==> src/rtl/alu_pkg.sv <==
// Shared types for the ALU responder: operation codes, flag struct and buffered response entry.
package alu_pkg;

   localparam int WIDTH = 64;

   localparam logic [2:0] ALU_PASS_B   = 3'b000;
   localparam logic [2:0] ALU_ADD      = 3'b010;
   localparam logic [2:0] ALU_SUBTRACT = 3'b011;
   localparam logic [2:0] ALU_AND      = 3'b100;
   localparam logic [2:0] ALU_OR       = 3'b101;
   localparam logic [2:0] ALU_XOR      = 3'b110;

   typedef struct packed {
      logic n;
      logic z;
      logic v;
      logic c;
   } alu_flags_t;

   typedef struct packed {
      logic [WIDTH-1:0] result;
      alu_flags_t       flags;
      logic             err;
   } rsp_entry_t;

endpackage

==> src/rtl/alu.sv <==
// Combinational 64-bit ALU. With ALU_RESP_ILLEGAL_TRAP_EN defined, codes 001/111 trap
// (result 0, err 1, flags 0); otherwise they behave as PASS_B.
module alu
   import alu_pkg::*;
(
   input  logic [WIDTH-1:0] a_i,
   input  logic [WIDTH-1:0] b_i,
   input  logic [2:0]       cntrl_i,
   output logic [WIDTH-1:0] result_o,
   output alu_flags_t       flags_o,
   output logic             err_o
);

   logic             sub;
   logic             arith;
   logic [WIDTH-1:0] b_eff;
   logic [WIDTH:0]   sum;

   // Subtract shares the adder: A + ~B + 1, so carry-out means "no borrow".
   assign sub   = (cntrl_i == ALU_SUBTRACT);
   assign b_eff = sub ? ~b_i : b_i;
   assign sum   = {1'b0, a_i} + {1'b0, b_eff} + (WIDTH+1)'(sub);

   always_comb begin
      result_o = b_i;
      flags_o  = '0;
      err_o    = 1'b0;
      arith    = 1'b0;
      case (cntrl_i)
         ALU_ADD, ALU_SUBTRACT: begin
            result_o = sum[WIDTH-1:0];
            arith    = 1'b1;
         end
         ALU_AND: result_o = a_i & b_i;
         ALU_OR:  result_o = a_i | b_i;
         ALU_XOR: result_o = a_i ^ b_i;
`ifdef ALU_RESP_ILLEGAL_TRAP_EN
         3'b001, 3'b111: begin
            result_o = '0;
            err_o    = 1'b1;
         end
`endif
         default: result_o = b_i;
      endcase

      flags_o.n = result_o[WIDTH-1];
      flags_o.z = (result_o == '0);
      if (arith) begin
         flags_o.v = (a_i[WIDTH-1] == b_eff[WIDTH-1]) && (sum[WIDTH-1] != a_i[WIDTH-1]);
         flags_o.c = sum[WIDTH];
      end
      if (err_o) flags_o = '0;
   end

endmodule

==> src/rtl/alu_resp.sv <==
// Handshaked ALU responder: 2-entry response FIFO plus architectural NZVC flag register.
// Optional illegal-op trapping via ALU_RESP_ILLEGAL_TRAP_EN (implemented in alu).
module alu_resp
   import alu_pkg::*;
(
   input  logic             clk,
   input  logic             reset_n,
   input  logic             req_valid,
   output logic             req_ready,
   input  logic [WIDTH-1:0] req_a,
   input  logic [WIDTH-1:0] req_b,
   input  logic [2:0]       req_cntrl,
   input  logic             req_setflags,
   output logic             rsp_valid,
   input  logic             rsp_ready,
   output logic [WIDTH-1:0] rsp_result,
   output logic             rsp_negative,
   output logic             rsp_zero,
   output logic             rsp_overflow,
   output logic             rsp_carry_out,
   output logic             rsp_err,
   output logic [3:0]       flags_q
);

   logic [WIDTH-1:0] alu_result;
   alu_flags_t       alu_flags;
   logic             alu_err;

   alu u_alu (
      .a_i      (req_a),
      .b_i      (req_b),
      .cntrl_i  (req_cntrl),
      .result_o (alu_result),
      .flags_o  (alu_flags),
      .err_o    (alu_err)
   );

   rsp_entry_t mem_q [2];
   rsp_entry_t head;
   logic       rd_ptr_q, wr_ptr_q;
   logic [1:0] count_q, count_d;
   logic [3:0] flags_d;
   logic       push, pop;

   // Ready depends only on the registered count, never on rsp_ready.
   assign req_ready = (count_q != 2'd2);
   assign rsp_valid = (count_q != 2'd0);
   assign push      = req_valid && req_ready;
   assign pop       = rsp_valid && rsp_ready;

   always_comb begin
      count_d = count_q;
      case ({push, pop})
         2'b10:   count_d = count_q + 2'd1;
         2'b01:   count_d = count_q - 2'd1;
         default: count_d = count_q;
      endcase
      flags_d = flags_q;
      if (push && req_setflags && !alu_err) flags_d = alu_flags;
   end

   always_ff @(posedge clk or negedge reset_n) begin
      if (!reset_n) begin
         count_q  <= 2'd0;
         rd_ptr_q <= 1'b0;
         wr_ptr_q <= 1'b0;
         flags_q  <= 4'd0;
         mem_q[0] <= '0;
         mem_q[1] <= '0;
      end else begin
         count_q <= count_d;
         flags_q <= flags_d;
         if (push) begin
            mem_q[wr_ptr_q] <= '{result: alu_result, flags: alu_flags, err: alu_err};
            wr_ptr_q        <= ~wr_ptr_q;
         end
         if (pop) rd_ptr_q <= ~rd_ptr_q;
      end
   end

   // Stale storage is masked so the response bus reads zero while empty.
   assign head          = rsp_valid ? mem_q[rd_ptr_q] : '0;
   assign rsp_result    = head.result;
   assign rsp_negative  = head.flags.n;
   assign rsp_zero      = head.flags.z;
   assign rsp_overflow  = head.flags.v;
   assign rsp_carry_out = head.flags.c;
   assign rsp_err       = head.err;

endmodule

==> config.mk <==
export PLATFORM = sky130hd
export DESIGN_NAME = alu_resp
export DESIGN_NICKNAME = d
export VERILOG_FILES = /design/src/rtl/alu_pkg.sv /design/src/rtl/alu.sv /design/src/rtl/alu_resp.sv
export SDC_FILE = /design/constraint.sdc
export NUM_CORES = 1
export LEC_CHECK = 0
export BUFFER_PORTS_ARGS = -buffer_cell sky130_fd_sc_hd__buf_2
export CELL_PAD_IN_SITES_DETAIL_PLACEMENT = 1
export CELL_PAD_IN_SITES_GLOBAL_PLACEMENT = 2
export CORE_ASPECT_RATIO = 2
export CORE_MARGIN = 2
export CORE_UTILIZATION = 34
export CTS_CLUSTER_DIAMETER = 50
export DETAILED_ROUTE_END_ITERATION = 12
export PLACE_DENSITY_LB_ADDON = 0.1
export SYNTH_ARGS = -nofsm -noshare
export SYNTH_HDL_FRONTEND = slang
export SYNTH_HIERARCHICAL = 1
export SYNTH_SLANG_ARGS = --single-unit
==> constraint.sdc <==
create_clock -name clk -period 4.5 [get_ports clk]
set_clock_uncertainty 0.15 [all_clocks]
set_input_delay 0 -clock clk [delete_from_list [all_inputs] [get_ports clk]]
set_output_delay 0 -clock clk [all_outputs]
set_load 0.01 [all_outputs]
* After elaboration in Yosys (flattened, before gate mapping)
Cells that the tools add are included.
** Storage, ports and cells
- Register bits :: 146
- Bits in latches :: 0
- Memory bits (read-only) :: 0
- Memories kept :: 0
- Memory bits (writable) :: 0
** Operators by class
- Shift-type cells :: 0
- Multipliers :: 0
- Divide/modulo/power cells :: 0
- Magnitude comparators :: 3
- Multiplexer cells :: 12
- Bitwise logic cells :: 8
- Reductions and logical operators :: 9
- Add/sub/neg operators :: 4
- Eq/ne operators :: 10
** Operator list (number)
- $mux 69 :: 5
- $pmux 64 s4 :: 1
- $bwmux 138 :: 1
- $demux 69 s1 :: 1
- $add 64x64->65 :: 1
- $add 65x1->65 :: 1
- $and 64x64->64 :: 1
- $logic_not 64->1 :: 1
- $mux 64 :: 1
- $not 64->64 :: 1
- $or 64x64->64 :: 1
- $xor 64x64->64 :: 1
- $eq 3x3->1 const B :: 3
- $eq 3x2->1 const B :: 2
- $logic_and 1x1->1 :: 5
- $ge 2x2->1 const B :: 2
- $not 1->2 :: 2
- $pmux 2 s2 :: 1
- $reduce_bool 2->1 :: 2
- $add 2x1->2 const B :: 1
- $eq 2x1->1 const B :: 1
- $eq 2x2->1 const B :: 1
- $lt 2x1->1 const B :: 1
- $mux 2 :: 1
- 7 further kinds :: 8

* Logic depth before layout (Yosys ltp)
- Depth in word-level cells :: 8
- Depth in mapped cells :: 24
- Gate-level depth less buffers :: 18

* Cells and area by module
Netlist, hierarchy kept.
** By module, submodules not included
- alu :: instances 1, area an instance 9870.7 um^2, cells an instance 1389, sequential area each 0.0 um^2
- alu_resp :: instances 1, area an instance 6540.0 um^2, cells an instance 471, sequential area each 3653.5 um^2

* Worst setup path after synthesis
Ideal clock, no wire load.
- Path type :: in2reg
- Start :: input req_cntrl[1]
- End :: register mem_q[72] in the netlist's numbering
- Data required time :: 4285 ps
- Setup slack :: -689 ps
- Path buffers :: 7
- Arrival :: 4975 ps
- Library setup time :: 65 ps
- Cell stages on the path :: 24
- Cell sequence :: buf_2 -> buf_2 -> nor2b_1 -> clkbuf_1 -> clkbuf_1 -> clkbuf_1 -> nand2_1 -> clkbuf_1 -> xnor2_1 -> ha_1 -> clkbuf_1 -> nand4_1 -> or3_1 -> or4_1 -> inv_1 -> o311ai_1 -> nand2_1 -> mux2i_1 -> nand2_1 -> or3_1 -> nor4_2 -> nand4_1 -> nor3_2 -> mux2_2
** RTL lines
- from (decl) :: RTL line alu_resp.sv:12 : input logic [2:0] req_cntrl,
- to (signal, indexed assignment) :: RTL line alu_resp.sv:74 : mem_q[wr_ptr_q] <= '{result: alu_result, flags: alu_flags, err: alu_err};
- to (decl) :: RTL line alu_resp.sv:38 : rsp_entry_t mem_q [2];

==> out/metrics.cfg <==
[setup_path]
startpoint_type = input port
reg2reg_slack_ps = 2000
endpoint = flags_q[2]$_DFFE_PN0P_
r2r-start = count_q[0]$_DFFE_PN0P_
reg2regPathDepth = 4
critPathLaunch = req_cntrl[1]
crit_arrival_ps = 4650
crit_path_top_delay_cell = nor4_2
r2r-end = mem_q[92]$_DFFE_PN0P_
worstPathRequired_ps = 4710
crit_path_frequent_cell = buf_4
endpoint_kind = register
critPathMaxFanout = 20
max_stage_delay_ps = 420
path_class = input port to register
cp_cell_sequence = buf_4, nor2b_4, nand2_4, buf_12, xnor2_1, ha_1, a21oi_1, buf_4, o21ai_0, nor2_1, buf_4, o21a_1, xor2_1, o21ai_0, nor4_2, nand4_1, nor4_4, and4_1, nand4_1, nor3_4, mux2_2

[placed_design]
placed_cell_area_sq_um = 20200
dpl.hpwl_um = 60800
place_ws_ps = -592
numPortBuffers = 210
gp_congestion = 0.976

[cells_and_area]
drive_gt1_share_pct = 33.6
final_cell_area_sq_um = 21000
num_antenna_cells = 0
multi_input_area_sq_um = 11800
seqCellArea_sq_um = 3660
nets = 2634
area_growth_pct = 28.1
n_fill_cell = 5675

[power_and_ir_drop]
seqPwrFrac_pct = 26.8
clkPwrFrac_pct = 16.7
p_switching_mw = 3.83
power_leakage_nw = 10.2
internal_power_mw = 5.21
sw_frac_of_total_pct = 42.4
comb_power_share_pct = 56.5
powerDensity_nw_per_um2 = 430
peakVddDrop_v = 0.000685

[floorplan]
die_w_um = 159
pin_count = 211
start_util_pct = 34.4
coreArea_sq_um = 47600
design.die.area_sq_um = 50100
die_h_um = 315
rows = 113

[yosys]
synthesis.area_sq_um = 16400
post-synth-top-count-cell = ha_1
synth-main-ff-cell = dfrtp_1
avgSynthCellArea_sq_um = 8.82
yosys_warnings = 6
yosysUniqueCellTypes = 96
synth_edf_count = 0
syn_nets = 2197
synth_seq_cells = 146
ys_seq_area_share_pct = 22.3
synth_top_area_share_pct = 22.3
synthTopCellsByCount = ha_1 (200), inv_1 (178), nor2_1 (151)
synthArstFlopShare_pct = 100
netlist_instances = 1860
synth_top_area_cell = dfrtp_1
synthTopCellsByArea = dfrtp_1 (22%), ha_1 (15%), mux2_2 (8.7%), mux2i_1 (5.6%), xnor2_1 (4.4%)

[detailed_routing]
drt-total-wl_um = 74000
via_per_inst = 5.48
firstDrtPassIters = 5
drc = 0
wire_per_inst_um = 25.2
vias = 16100
drtIter0Drc = 590
ant_nets = 0

[clocking]
cts.clk_slew.worst_paths_ps = 70
cts_root_buffer = clkbuf_16
cts_max_level = 4
cts_sinks = 146
clkLatencyLatePin_ps = 430
cts_tree = yes
cts_max_path_buffers = 2
cts_made_buffers = 17

[sta]
min_period_ps = 4440
slew_headroom_pct = 11.2
tns_ps = 0
finalCritPeriodShare_pct = 98.6
finalMaxSlewViolations = 0
hold_slack_ps = 21.5
worst_pin_slew_ps = 1320
final_hold_viol_count = 0
setup_violations = 0
setup_ws_ps = 61.1
fmax_ghz = 0.225

[global_route]
grt_max_degree = 96
antenna_found_initial = 2
grt_first_pass_wirelength_um = 110000
gr-total-overflow = 0
track_usage_pct = 29.3
grt_pass1_vias = 18000

[hold_path]
hold_class = input port to register

[run]
maxCapViolCount = 0

[outcome]
outcome = finished, final reports clean

placed cells by master, fill, tap and decap left out, drive strengths merged, types with 6 or more instances in the layout:
cell type  instances
dfrtp            146
xor2              22
xnor2             82
a22oi             47
clkbuf            17
mux2i             92
o21a              13
a211oi             9
or3                9
mux2             147
and3               6
a211o              6
nor4              16
inv              186
ha               200
nor2             151
nand2b            11
nand4             33
a31oi             11
a21oi            100
mux4              31
o211ai            17
nand3             27
nor2b              8
buf              515
o22ai             21
a21o              21
nand2            122
nor3              20
o21ai            125
per-layer routing:
metal	share of wire (%)	up-vias	track usage (%)
met4	7.9	4	19.8
met3	2.4	163	2.75
li1	-	7509	-
met1	31	8045	25.4
met2	58	393	61.6
met5	0.026	-	0
power by group through the flow:
stage                     clock network (mW)  logic (mW)  registers [mW]
after detailed placement                   0        5.13            2.44
after floorplan                            0        3.16            2.20
after global routing                    1.60        5.53            2.52
final                                   1.51        5.11            2.42
after global placement                     0        5.03            2.38
after CTS                               1.55        5.16            2.43
repair_timing:
action | 4_1_cts | 5_1_grt
hold endpoints to repair | 98 | 1
endpoints found under the setup margin | 3 | 3
cloned | 0 | 0
buffers inserted | 1 | 1
resized for setup | 6 | 21
pin swaps | 1 | 2
hold buffers | 4 | 1
state kept, by name (all words and copies together) (netlist names):
name      cells
count_q       2
flags_q       4
mem_q       138
rd_ptr_q      1
wr_ptr_q      1
worst max-delay path: cells and delay by family:
kind,cells,cell delay (ps)
buffers and inverters,4,680
AND/OR/NAND/NOR,9,2190
multiplexers,1,210
XOR/XNOR,2,310
adder cells (fa/ha/maj),1,280
AO/OA/AOI/OAI,4,980
per-stage QoR:
stage	utilization, %	total power, mW	cells
after floorplan	-	5.36	1860
after global placement	42.5	7.40	2903
after detailed placement	42.5	7.57	2903
after CTS	43.9	9.14	2940
after global routing	44.1	9.65	2942
final	44.1	9.04	2942
final cells by class:
cell class	count	area share, %
multi-input combinational	1434	56.0
clock buffer	17	2.02
clock inverter	15	0.893
sequential	146	17.4
inverter	178	3.18
tap	632	3.76
timing repair buffer	520	16.8
worst min path at each step:
| stage | from | cells after the start | slack, ps | to |
|---|---|---|---|---|
| after global placement | reset_n | 1 | -30 | mem_q[0]$_DFFE_PN0P_ |
| after floorplan | reset_n | 0 | -450 | count_q[0]$_DFFE_PN0P_ |
| after global routing | req_b[62] | 4 | 30 | mem_q[67]$_DFFE_PN0P_ |
| after CTS | req_setflags | 3 | 3 | flags_q[3]$_DFFE_PN0P_ |
| after detailed placement | reset_n | 1 | -7 | mem_q[69]$_DFFE_PN0P_ |
| final | req_b[62] | 4 | 20 | mem_q[67]$_DFFE_PN0P_ |
cells by family (layout without fill, tap and decap cells):
kind of cell             after synthesis  after routing  share of synthesized area (%)
AO/OA/AOI/OAI                        427            427                           16.9
XOR/XNOR                             104            104                           5.55
adder cells (fa/ha/maj)              201            201                           15.4
buffers and inverters                280            730                           7.24
flip-flops                           146            146                           22.3
multiplexers                         270            270                           20.2
other                                  1              1                         0.0229
AND/OR/NAND/NOR                      431            431                           12.5
Note: power is estimated with default switching activity, not from simulation.
